==> src/rtl/issue_alu_fifo.sv <==
// Purpose: FWFT queue carrying issue_execute_pack_t from the issue stage to execute_alu.
// Latency: head is read combinationally; a pushed packet is visible one edge after its push.
// Backpressure: full is raised when no entry is free; a push while full is dropped, a pop while empty is ignored.

package issue_alu_fifo_pkg;

   // Packet handed from issue to the ALU execute stage.
   typedef struct packed {
      logic [5:0]  rob_id;
      logic [4:0]  alu_op;
      logic [4:0]  rd_addr;
      logic        rd_we;
      logic [31:0] src1_val;
      logic [31:0] src2_val;
      logic [31:0] imm;
   } issue_execute_pack_t;

endpackage

module issue_alu_fifo
   import issue_alu_fifo_pkg::*;
#(
   parameter int DEPTH = 4,                        // power of two, at least 2
   localparam int PTR_W = $clog2(DEPTH),
   localparam int DATA_W = $bits(issue_execute_pack_t),
   localparam int CNT_W = $clog2(DEPTH + 1)
) (
   input  logic              clk,
   input  logic              rst,
   input  logic [DATA_W-1:0] issue_alu_fifo_data_in,
   input  logic              issue_alu_fifo_push,
   output logic              issue_alu_fifo_full,
   input  logic              issue_alu_fifo_flush,
   output logic [DATA_W-1:0] issue_alu_fifo_data_out,
   output logic              issue_alu_fifo_data_out_valid,
   input  logic              issue_alu_fifo_pop,
   output logic [CNT_W-1:0]  issue_alu_fifo_count,
   output logic              issue_alu_fifo_empty
);

   // Pointers carry one extra wrap bit so full and empty are distinguishable.
   logic [PTR_W:0]    rptr_q, rptr_d;
   logic [PTR_W:0]    wptr_q, wptr_d;
   logic [DATA_W-1:0] mem_q [DEPTH];

   logic [PTR_W:0]    ptr_diff;
   logic              full;
   logic              empty;
   logic              push_acc;
   logic              pop_acc;
   logic              wr_en;

   // Occupancy flags derived purely from the pointer pair.
   always_comb begin
      ptr_diff = wptr_q - rptr_q;
      empty    = (rptr_q == wptr_q);
      full     = (rptr_q[PTR_W-1:0] == wptr_q[PTR_W-1:0]) &&
                 (rptr_q[PTR_W] != wptr_q[PTR_W]);
   end

   // Acceptance and next-pointer logic; flush overrides both push and pop.
   // full is taken from the current state, so a push alongside a pop on a full queue is dropped.
   always_comb begin
      push_acc = issue_alu_fifo_push && !full;
      pop_acc  = issue_alu_fifo_pop && !empty;
      wr_en    = push_acc && !issue_alu_fifo_flush;
      wptr_d   = wptr_q + {{PTR_W{1'b0}}, push_acc};
      rptr_d   = rptr_q + {{PTR_W{1'b0}}, pop_acc};
      if (issue_alu_fifo_flush) begin
         wptr_d = '0;
         rptr_d = '0;
      end
   end

   // Pointer registers, cleared asynchronously.
   always_ff @(posedge clk or posedge rst) begin
      if (rst) begin
         rptr_q <= '0;
         wptr_q <= '0;
      end else begin
         rptr_q <= rptr_d;
         wptr_q <= wptr_d;
      end
   end

   // Storage array is deliberately left unreset; validity comes from the pointers.
   always_ff @(posedge clk) begin
      if (wr_en) begin
         mem_q[wptr_q[PTR_W-1:0]] <= issue_alu_fifo_data_in;
      end
   end

   // Outputs are combinational from state; data_out is forced to zero when nothing is held.
   always_comb begin
      issue_alu_fifo_full           = full;
      issue_alu_fifo_empty          = empty;
      issue_alu_fifo_data_out_valid = !empty;
      issue_alu_fifo_count          = CNT_W'(ptr_diff);
      issue_alu_fifo_data_out       = empty ? '0 : mem_q[rptr_q[PTR_W-1:0]];
   end

   // Structural invariants of the pointer pair.
   a_count_bound : assert property (@(posedge clk) disable iff (rst)
      ptr_diff <= (PTR_W + 1)'(DEPTH));
   a_full_empty_excl : assert property (@(posedge clk) disable iff (rst)
      !(full && empty));

   // Producer/consumer protocol slips: harmless here, but worth seeing in coverage.
   c_push_while_full : cover property (@(posedge clk) disable iff (rst)
      issue_alu_fifo_push && full);
   c_pop_while_empty : cover property (@(posedge clk) disable iff (rst)
      issue_alu_fifo_pop && empty);

endmodule

==> config.mk <==
export PLATFORM = sky130hd
export DESIGN_NAME = issue_alu_fifo
export DESIGN_NICKNAME = d
export VERILOG_FILES = /design/src/rtl/issue_alu_fifo.sv
export SDC_FILE = /design/constraint.sdc
export NUM_CORES = 1
export LEC_CHECK = 0
export ABC_AREA = 1
export CAP_MARGIN = 5
export CELL_PAD_IN_SITES_DETAIL_PLACEMENT = 1
export CELL_PAD_IN_SITES_GLOBAL_PLACEMENT = 2
export CORE_ASPECT_RATIO = 1.5
export CORE_MARGIN = 3
export CORE_UTILIZATION = 33
export DETAILED_ROUTE_END_ITERATION = 8
export GPL_TIMING_DRIVEN = 0
export PLACE_DENSITY_LB_ADDON = 0.05
export SYNTH_ARGS = -nofsm -noshare
export SYNTH_HDL_FRONTEND = slang
export SYNTH_SLANG_ARGS = --single-unit
==> constraint.sdc <==
create_clock -name clk -period 7.1 [get_ports clk]
set_input_delay 1.42 -clock clk [delete_from_list [all_inputs] [get_ports clk]]
set_output_delay 1.42 -clock clk [all_outputs]
set_load 0.05 [all_outputs]
# --- After elaboration in Yosys (flattened, before gate mapping) ---
# Memories as Yosys holds them, arrays and structs flattened.
# Cells that the tools add are included.
totals:
  register_bits: 6
  ram_bits: 452
  in_bits: 118
  out_inout_bits: 119
  word_cells: 21
  n_memories: 1
mem_list:
  columns: ["name", "words", "word_bits", "rd", "rd_ports_with_merged_regs", "write_ports", "line", "text"]
  rows:
  - ["mem_q", 4, 113, 1, 0, 1, "44", "logic [DATA_W-1:0] mem_q [DEPTH];"]
classes:
  add_sub_neg: 3
  eq_ne: 3
  n_mux: 5
  reduce_logical: 7
op_table:
  columns: ["op", "count"]
  rows:
  - ["$mux 113", 1]
  - ["$add 3x1->3", 2]
  - ["$mux 3", 2]
  - ["$logic_and 1x1->1", 4]
  - ["$eq 3x3->1", 1]
  - ["$logic_not 1->1", 3]
  - ["$sub 3x3->3", 1]
  - ["$eq 2x2->1", 1]
  - ["$mux 1", 2]
  - ["$ne 1x1->1", 1]

# --- Longest topological paths before layout ---
# Gate-level depths: netlist (run 1).
logic_depth:
  word_depth: 7
  mapped_depth: 13
  mapped_depth_nobuf: 11

# --- Least setup slack after synthesis (run 1) ---
# No wires, ideal clock.
synth_timing:
  path_kind: "input -> register"
  startpoint: "input issue_alu_fifo_flush"
  endpoint: "memory mem_q[0][0] (netlist name), enable pin"
  setup_ns: 0.586
  arrival_ns: 6.321
  t_required_ns: 6.514
  path_slack_ns: 0.193
  path_stages: 3
  path_buffers: 0
  cell_sequence: "inv_1 > nand3_1 > nor2_1"
synth_via:
  elab_chain_len: 4
synth_rtl:
  columns: ["item", "line", "text"]
  rows:
  - ["start, declared", "33", "input logic issue_alu_fifo_flush,"]
  - ["$logic_not 1->1", "66", "wr_en = push_acc && !issue_alu_fifo_flush;"]
  - ["$logic_and 1x1->1", "66", null]
  - ["$mux 1", "88", "if (wr_en) begin"]
  - ["$mux 1 (not written as such)", "89", "mem_q[wptr_q[PTR_W-1:0]] <= issue_alu_fifo_data_in;"]
  - ["end, declared", "44", null]
# No other way between the ends.

# --- Final worst setup path (run 1) ---
layout_timing:
  startpoint: "register rptr_q[1]"
  endpoint: "output issue_alu_fifo_data_out[71]"
layout_via:
  elab_chain_len: 2
  word_cells_on_any_way: 3
  classes_between: "eq/ne (1); mux (1); memory (1)"
layout_rtl:
  columns: ["item", "line", "text"]
  rows:
  - ["start, declared", "42", "logic [PTR_W:0] rptr_q, rptr_d;"]
  - ["start signal, assigned", "81", "rptr_q <= rptr_d;"]
  - ["$mem_v2 4x113 or $eq 3x3->1 (tied branches)", null, null]
  - ["$mux 113 *", "99", "issue_alu_fifo_data_out = empty ? '0 : mem_q[rptr_q[PTR_W-1:0]];"]
  - ["end, declared", "34", "output logic [DATA_W-1:0] issue_alu_fifo_data_out,"]
# Mark *: on every way between the ends. The rest lies on a longest branch, timed or not.

==> metrics.txt, run 1 <==
initial antenna violation count 9; first-iteration detailed-routing DRC count about 520; initial core utilization 0.334; most frequent cells in the layout 688 x nand2_1, 452 x edfxtp_1, 242 x inv_1; Critical Path End Type primary output; synthesized area 0.0190 mm2; Net Count, Synth roughly 1900; outcome finished, final reports clean; vias in the first global route 14200; area share of the largest cell type after synthesis 0.715; worst hold path cell count 1; I/O Pins 237; Area contributors post-synth edfxtp_1 71%, nand2_1 14%, inv_1 4.8%; worst reg2reg setup slack 3.41 ns; worst min-delay path startpoint wptr_q[2]; Slew @ Worst Pin 0.830 ns; WL per Instance about 20 um; CP Launch Type flip-flop; reg2reg end mem_q[1][70]; Slew Viols, Final 0; Slew headroom 0.445; clk_lat worst skew about 0.58 ns; Max Freq between 150 and 200 MHz; total grt overflow 0; Critical path origin rptr_q[1]; cell count of the worst reg-to-reg path 12; commonest non-fill, non-tap cell in the layout nand2_1; critical path class reg2out; Routability Congestion 0.709; Post-CTS Resized 0; die span in x 202 um; detailed-route vias per instance 4.58; syn_area_per_cell 11.0 um2; register area 0.0137 mm2; deepest clock path buffer count 3; WP data required 5.68 ns; period utilization 0.712; unrepaired setup endpoints after global routing false; clk slew on worst S/H paths 0.06 ns; endpoints failing hold 0; TritonCTS Buffers 46; Post-Synthesis Cells 1728; Worst path slowest cell clkdlybuf4s50_1; CP Data Arrival Time 3.64 ns; Clock Tree Root clkbuf_16; DR DRC count 0; share of layout cells above drive strength 1 0.0802; Syn-to-layout area delta 28.5%; Pwr Density ~340 mW/mm2; Synth area leader edfxtp_1; min-delay worst type reg2reg; hpwl dp 38.4 mm; port bufs 236; largest net degree at the start of global routing 23; leakage between 9 and 10 nW; hold_buf cts 0; row cnt 107; # Post-CTS Setup Buffers 0; GRT Overall Usage 0.187; Most Frequent Cell on Critical Path buf_2; vias between 10000 and 15000; final setup violation count 0; dpl cell area 0.0229 mm2; nets 2161; Seq/Total Area, Yosys 0.723; WHS Endpoint wptr_q[2]; Fillers approximately 6200; Synth cell types 17; Finished Cell Area 0.0244 mm2; critical-path maximum fanout 10; fin crit period 5.06 ns; warnings from Yosys 0; first-pass GRT wire length 85.3 mm; CP cell instances buf_2, inv_2, buf_2, ha_1, nand2_1, nor2_4, buf_6, buf_4, a21oi_1, clkdlybuf4s50_1; Die ar. just over 0.06 mm2; chip height 300 um; Power Total 8.41 mW; antenna-violating nets left 0; CTS tree yes; Worst VDD drop between 0.0002 and 0.0003 V; skew final 0.0115 ns; TritonRoute pass-1 iters 4; max incr delay on CP between 0.8 and 0.9 ns; H-tree levels 2; final wirelength 56.7 mm; CORE AREA ~0.057 mm2; Reg-to-Reg Start rptr_q[1]; CTS Sinks 458; post-synthesis register bit count 458; area of the multi-input gates 0.00393 mm2; Max-cap violations 0
## power breakdown
group	switching, mW	internal, mW
Clock	1.02	1.39
Sequential	0.0193	3.05
Combinational	2.08	0.850
Total	3.11	5.30
## cells in the mapped netlist
master and number:
buf_4 13, dfrtp_1 6, nand3_1 115, nor2_1 10, clkbuf_1 16, nor2_4 1
buf_6 1, nand2_1 688, fa_1 1, a21oi_1 115, ha_1 6, buf_2 56
xor2_1 1, inv_1 242, edfxtp_1 452, inv_2 3, o21ai_0 2
## worst max-delay path: cells and delay by family, from the launching register on
kind	cells	cell delay, ns
buffers and inverters	6	1.85
AND/OR/NAND/NOR	2	0.25
flip-flops	1	0.41
adder cells (fa/ha/maj)	1	0.29
AO/OA/AOI/OAI	1	0.25
## metal layers
metal  global-route usage  up-vias  routed length (um)
met2                0.347      236               29500
met1                0.218     6461               22800
met5                    0        -                  62
li1                     -     6228                   -
met4               0.0529        8                1430
met3               0.0399       77                2960
## flip-flops by register name, summed over array words and instances, names as in the netlist
register and cells:
mem_q 452, rptr_q 3, wptr_q 3
## layout make-up
type,instances,share of cell area
sequential,458,0.562
multi-input combinational,939,0.161
timing repair buffer,260,0.121
clock buffer,56,0.0496
tap,763,0.0391
inverter,245,0.0377
buffer,86,0.0184
clock inverter,25,0.0104
antenna,6,0.000615
## how the worst max path moves through the flow
stage	endpoint	slack (ns)	cells after the start
CTS	issue_alu_fifo_data_out[71]	1.86	10
detailed placement	issue_alu_fifo_data_out[71]	2.49	10
finish	issue_alu_fifo_data_out[71]	2.04	10
global route	issue_alu_fifo_data_out[71]	1.81	10
global placement	mem_q[0][99]	-5.58	4
floorplan	mem_q[0][0]	0.19	3
## through the flow
step           worst slack [ns]  setup TNS, ns  hold slack, ns   util  cells
2_1_floorplan             0.193              0           0.478      -   1728
3_3_place_gp              -5.58       -2481.09           0.502  0.392   2727
3_5_place_dp               2.49              0           0.528  0.403   2751
4_1_cts                    1.86              0           0.537  0.429   2832
5_1_grt                    1.81              0           0.575  0.429   2835
6_report                   2.04              0           0.534  0.429   2838
## logic make-up (layout without fill, tap and decap cells)
logic type      after synthesis  after routing  share of synthesized area
compound gates              117            117                     0.0308
buf+inv                     331            672                     0.0721
xor+xnor                      1              1                   0.000461
fa+ha+maj                     7              7                    0.00501
other cells                   0              6                          0
flops                       458            458                      0.723
simple gates                814            814                      0.169
No activity file was read; power rests on OpenSTA's default activity.
==> inputs of run 2 (changes only) <==
==> constraint.sdc (replaced) <==
create_clock -name clk -period 4.6 [get_ports clk]
set_input_delay 0.92 -clock clk [delete_from_list [all_inputs] [get_ports clk]]
set_output_delay 0.92 -clock clk [all_outputs]
set_load 0.05 [all_outputs]
==> metrics.txt, run 2 (synthesis results as in run 1) <==
DR DRC count 0 (unchanged); wl on met1 23.6 mm (was 22.8 mm); WP data required 3.68 ns (was 5.68 ns); die span in x 202 um (unchanged); Worst path slowest cell clkdlybuf4s50_1 (unchanged); detailed-route vias per instance 4.57 (was 4.58); Die ar. 0.0605 mm2 (unchanged); initial antenna violation count 10 (was 9); Syn-to-layout area delta 28.2% (was 28.5%); commonest non-fill, non-tap cell in the layout nand2_1 (unchanged); TritonRoute pass-1 iters 5 (was 4); vias 13000 (about the same); vias in the first global route 14100 (was 14200); nets 2160 (was 2161); skew final 0.00921 ns (was 0.0115 ns); CP cell instances buf_2, inv_2, buf_2, ha_1, nand2_1, nor2_4, buf_2, a21oi_1, clkdlybuf4s50_1 (was buf_2, inv_2, buf_2, ha_1, nand2_1, nor2_4, buf_6, buf_4, a21oi_1, clkdlybuf4s50_1); P_int 8.12 mW (was 5.30 mW); # Post-CTS Setup Buffers 0 (unchanged); share of layout cells above drive strength 1 0.0767 (was 0.0802); Fillers 6171 (was 6154); final wirelength 57.3 mm (was 56.7 mm); min-delay worst type reg2reg (unchanged); Pwr Density 531 mW/mm2 (was 345 mW/mm2); GRT Overall Usage 0.187 (about the same); largest net degree at the start of global routing 26 (was 23); outcome finished, final reports clean (unchanged); CTS tree yes (unchanged); Max-cap violations 0 (unchanged); critical-path maximum fanout 10 (unchanged); dpl cell area 0.0228 mm2 (was 0.0229 mm2); Met3 Wirelength 2.88 mm (was 2.96 mm); row cnt 107 (unchanged); CORE AREA 0.0569 mm2 (unchanged); Post-CTS Resized 26 (was 0); most frequent cells in the layout 688 x nand2_1, 452 x edfxtp_1, 242 x inv_1 (unchanged); critical path buffer and inverter count 5 (was 6); antenna-violating nets left 0 (unchanged); Finished Cell Area 0.0243 mm2 (was 0.0244 mm2); metal2 WL 29.2 mm (was 29.5 mm); port bufs 236 (unchanged); max reg flops 452 (unchanged); total grt overflow 0 (unchanged); Max Freq 225 MHz; unrepaired setup endpoints after global routing false (unchanged); I/O Pins 237 (unchanged); CP Data Arrival Time 3.52 ns (was 3.64 ns); Most Frequent Cell on Critical Path buf_2 (unchanged); fin crit period approximately 4.4 ns; sequential share of power 0.367 (was 0.366); max incr delay on CP 0.86 ns (was 0.87 ns); Clock Tree Root clkbuf_16 (unchanged); CTS Sinks 458 (unchanged); clk slew on worst S/H paths 0.06 ns (about the same); Slew @ Worst Pin 0.949 ns (was 0.830 ns); first-pass GRT wire length 85.4 mm (was 85.3 mm); Slew Viols, Final 0 (unchanged); WL per Instance 20.2 um (was 20.0 um); DR top layer met5 (unchanged); deepest clock path buffer count 3 (unchanged); initial core utilization 0.334 (unchanged); TritonCTS Buffers 48 (was 46); leakage 10.3 nW (was 9.85 nW); critical path class reg2out (unchanged); clk_lat worst skew 0.57 ns (was 0.58 ns); chip height 300 um (unchanged); Psw 4.81 mW (was 3.11 mW); first-iteration detailed-routing DRC count 450 (was 518); switch share 0.372 (was 0.370); cell family with most CP delay buffers and inverters (unchanged); hold_buf cts 0 (unchanged); hpwl dp 38.3 mm (was 38.4 mm); final setup violation count 0 (unchanged); H-tree levels 2 (unchanged); Routability Congestion 0.717 (was 0.709); Slew headroom 0.366 (was 0.445); setup TNS 0 ns (unchanged); Critical Path End Type primary output (unchanged); Worst VDD drop 0.000349 V (was 0.000263 V); period utilization 0.965; endpoints failing hold 0 (unchanged); Clock Power Share 0.289 (was 0.286); Comb power frac 0.344 (was 0.348); CP Launch Type flip-flop (unchanged)
-- run 2: cell types whose count changed in the layout (fill, tap and decap cells not counted), moves of 5 or more --
| cell | previous run | this run |
|---|---|---|
| dlygate4sd2_1 | 0 | 26 |
| clkbuf_1 | 25 | 30 |
| dlymetal6s2s_1 | 0 | 29 |
| clkinv_1 | 8 | 14 |
| buf_12 | 10 | 15 |
| clkdlybuf4s50_1 | 236 | 181 |
| buf_16 | 14 | 6 |
-- run 2: cell type report --
type	instances	area [um2]	area share
plain buffers	86	452	0.0186
diodes	6	15.0	0.000617
multi-input cells	939	3930	0.161
inverters	245	920	0.0378
clock inverters	25	208	0.00853
clock buffers	63	1280	0.0525
well taps	763	955	0.0392
repair buffers	257	2870	0.118
flip-flops and latches	458	13700	0.564
-- run 2: power by group through the flow --
| stage | clock network, mW | logic (mW) | registers (mW) |
|---|---|---|---|
| after global placement | 0 | 4.55 | 4.86 |
| final | 3.73 | 4.45 | 4.75 |
| after global routing | 4.04 | 4.77 | 4.75 |
| after detailed placement | 0 | 4.61 | 4.83 |
| after floorplan | 0 | 2.78 | 4.84 |
| after CTS | 3.86 | 4.57 | 4.75 |
-- run 2: worst paths after layout --
check	slack [ns]	start	end	cells past startpoint
worst max-delay path	0.16	rptr_q[1]	issue_alu_fifo_data_out[25]	9
worst min-delay path	0.52	wptr_q[2]	wptr_q[2]	1
worst max register to register	0.93	rptr_q[1]	mem_q[0][67]	11
worst min register to register	0.52	wptr_q[2]	wptr_q[2]	1
max in group asynchronous	3.76	rst	rptr_q[0]	2
min in group asynchronous	0.63	rst	wptr_q[2]	2
-- run 2: per-layer routing --
metal | up-vias | global-route usage
li1 | 6239 | -
met1 | 6400 | 0.225
met2 | 266 | 0.338
met3 | 87 | 0.0396
met4 | 8 | 0.0539
met5 | - | 0
-- run 2: worst reg2reg max path: stages (launching register included) --
cell and delay, ns:
dfrtp_1 0.42, buf_2 0.18, inv_2 0.16, buf_2 0.32
ha_1 0.28, nand2_1 0.12, inv_1 0.05, nand3_1 0.10
nand3_1 0.32, nor2_4 0.85, buf_12 0.29, buf_12 0.25
-- run 2: through the flow --
| step | cells | utilization | hold slack, ns | power (mW) | setup WS (ns) |
|---|---|---|---|---|---|
| 2_1_floorplan | 1728 | - | 0.478 | 7.62 | -0.273 |
| 3_3_place_gp | 2727 | 0.392 | 0.500 | 9.41 | -3.87 |
| 3_5_place_dp | 2748 | 0.401 | 0.509 | 9.45 | 0.550 |
| 4_1_cts | 2836 | 0.426 | 0.517 | 13.2 | 0.00256 |
| 5_1_grt | 2838 | 0.428 | 0.551 | 13.6 | 0.000646 |
| 6_report | 2842 | 0.428 | 0.521 | 12.9 | 0.160 |
==> inputs of run 3 (changes only) <==
--- a/config.mk
+++ b/config.mk
@@ -6,11 +6,9 @@
 export NUM_CORES = 1
 export LEC_CHECK = 0
 export ABC_AREA = 1
-export CAP_MARGIN = 5
 export CELL_PAD_IN_SITES_DETAIL_PLACEMENT = 1
 export CELL_PAD_IN_SITES_GLOBAL_PLACEMENT = 2
 export CORE_ASPECT_RATIO = 1.5
-export CORE_MARGIN = 3
 export CORE_UTILIZATION = 33
 export DETAILED_ROUTE_END_ITERATION = 8
 export GPL_TIMING_DRIVEN = 0
==> metrics.txt, run 3 (synthesis results as in run 1) <==
commonest non-fill, non-tap cell in the layout nand2_1 (unchanged); setup TNS 0 ns (unchanged); Fillers 6246 (was 6171); port bufs 236 (unchanged); DR DRC count 0 (unchanged); Critical Path End Type primary output (unchanged); Slew Viols, Final 0 (unchanged); Clock Power Share 0.281 (was 0.289); Max-cap violations 0 (unchanged); dpl cells 2747 (was 2748); max reg flops 452 (unchanged); vias in the first global route 13800 (was 14100); Syn-to-layout area delta 27.0% (was 28.2%); hpwl dp 37.6 mm (was 38.3 mm); endpoints failing hold 0 (unchanged); Min Hold Slack 0.507 ns (was 0.521 ns); pre-CTS setup slack 0.452 ns (was 0.550 ns); total grt overflow 0 (unchanged); vias 12800 (was 13000); most frequent cells in the layout 688 x nand2_1, 452 x edfxtp_1, 242 x inv_1 (unchanged); Slew headroom 0.558 (was 0.366); min-delay worst type reg2reg (unchanged); # Post-CTS Setup Buffers 0 (unchanged); fin crit period 4.41 ns (was 4.44 ns); CORE AREA 0.0568 mm2 (was 0.0569 mm2); row cnt 107 (unchanged); CTS Sinks 458 (unchanged); critical-path maximum fanout 10 (unchanged); Max Freq 227 MHz (was 225 MHz); I/O Pins 237 (unchanged); P_int 7.86 mW (was 8.12 mW); Slew @ Worst Pin 0.664 ns (was 0.949 ns); final setup margin 0.186 ns (was 0.160 ns); detailed-route vias per instance 4.52 (was 4.57); share of layout cells above drive strength 1 0.0746 (was 0.0767); final wirelength 56.1 mm (was 57.3 mm); hold_buf cts 0 (unchanged); TritonRoute pass-1 iters 4 (was 5); nets 2158 (was 2160); dpl cell area 0.0228 mm2 (about the same); clk slew on worst S/H paths 0.06 ns (about the same); Clock Tree Root clkbuf_16 (unchanged); outcome finished, final reports clean (unchanged); Comb power frac 0.344 (about the same); final setup violation count 0 (unchanged); Antenna Diode Count 0 (was 6); first-iteration detailed-routing DRC count 382 (was 450); WP data required 3.68 ns (about the same); Pwr Density 523 mW/mm2 (was 531 mW/mm2); CP Launch Type flip-flop (unchanged); area of the multi-input gates 0.00393 mm2 (unchanged); initial core utilization 0.335 (was 0.334); WL per Instance 19.8 um (was 20.2 um); CTS tree yes (unchanged); deepest clock path buffer count 3 (unchanged); die span in x 198 um (was 202 um); Psw 4.76 mW (was 4.81 mW); leakage 10.3 nW (about the same); TritonCTS Buffers 47 (was 48); Die ar. 0.0585 mm2 (was 0.0605 mm2); CP Data Arrival Time 3.49 ns (was 3.52 ns); H-tree levels 2 (unchanged); period utilization 0.960 (was 0.965); initial antenna violation count 3 (was 10); clk_lat worst skew 0.58 ns (was 0.57 ns); largest net degree at the start of global routing 27 (was 26); Routability Congestion 0.710 (was 0.717); GRT Overall Usage 0.195 (was 0.187); switch share 0.377 (was 0.372); Worst VDD drop 0.000312 V (was 0.000349 V); critical path class reg2out (unchanged); register area 0.0137 mm2 (unchanged); unrepaired setup endpoints after global routing false (unchanged); Finished Layout Cells 2827 (was 2842); Finished Cell Area 0.0241 mm2 (was 0.0243 mm2); first-pass GRT wire length 83.7 mm (was 85.4 mm); chip height 296 um (was 300 um); sequential share of power 0.376 (was 0.367); skew final 0.0237 ns (was 0.00921 ns); antenna-violating nets left 0 (unchanged)
## run 3: cell count changes in the layout (fill, tap and decap cells not counted)
cell / delta
dlygate4sd2_1: +29
clkdlybuf4s50_1: -27
clkinv_1: -7
diode_2: -6
buf_16: -3
clkbuf_1: +3
buf_12: +2
bufinv_16: -2
clkbuf_16: -2
dlymetal6s2s_1: -2
clkinv_2: -1
inv_6: +1
## run 3: path summary, 6_finish.rpt
path,startpoint,end,slack [ns],cells past startpoint
max in group asynchronous,rst,wptr_q[1],3.79,2
setup reg to reg,rptr_q[1],mem_q[0][88],1.05,12
setup / recovery,rptr_q[1],issue_alu_fifo_data_out[27],0.19,9
min in group asynchronous,rst,wptr_q[2],0.61,2
hold / removal,wptr_q[2],wptr_q[2],0.51,1
hold reg to reg,wptr_q[2],wptr_q[2],0.51,1
## run 3: per-layer routing
| layer | vias to the layer above | GRT usage | wire length (um) |
|---|---|---|---|
| met2 | 231 | 0.357 | 29000 |
| met4 | 6 | 0.0493 | 1150 |
| li1 | 6213 | - | - |
| met5 | - | 0 | 43 |
| met3 | 70 | 0.0413 | 2700 |
| met1 | 6247 | 0.229 | 23200 |
## run 3: critical path, cell delays in order (launching register included)
cell             delay (ns)
dfrtp_1                0.40
buf_2                  0.24
inv_2                  0.13
buf_2                  0.23
ha_1                   0.31
nand2_1                0.09
nor2_4                 0.34
buf_2                  0.35
a21oi_1                0.10
clkdlybuf4s50_1        0.72
## run 3: timing repair
| item | in CTS | in global routing |
|---|---|---|
| pin swaps | 1 | 0 |
| resized for setup | 55 | 28 |
| setup endpoints to repair | 66 | 25 |
## run 3: through the flow
step	util	power, mW
final	0.425	12.6
after global routing	0.425	13.2
after CTS	0.424	12.9
after detailed placement	0.401	9.43
after global placement	0.393	9.39
after floorplan	-	7.62
## run 3: power by group through the flow
stage / logic (mW) / clock network [mW] / registers (mW)
2_1_floorplan: 2.78 / 0 / 4.84
3_3_place_gp: 4.53 / 0 / 4.86
3_5_place_dp: 4.59 / 0 / 4.83
4_1_cts: 4.47 / 3.65 / 4.74
5_1_grt: 4.67 / 3.79 / 4.75
6_report: 4.34 / 3.54 / 4.74
## run 3: final cells by class
| cell class | count | area share |
|---|---|---|
| sequential | 458 | 0.569 |
| multi-input combinational | 939 | 0.163 |
| timing repair buffer | 256 | 0.115 |
| clock buffer | 64 | 0.0514 |
| tap | 763 | 0.0396 |
| inverter | 245 | 0.0381 |
| buffer | 86 | 0.0187 |
| clock inverter | 16 | 0.00519 |
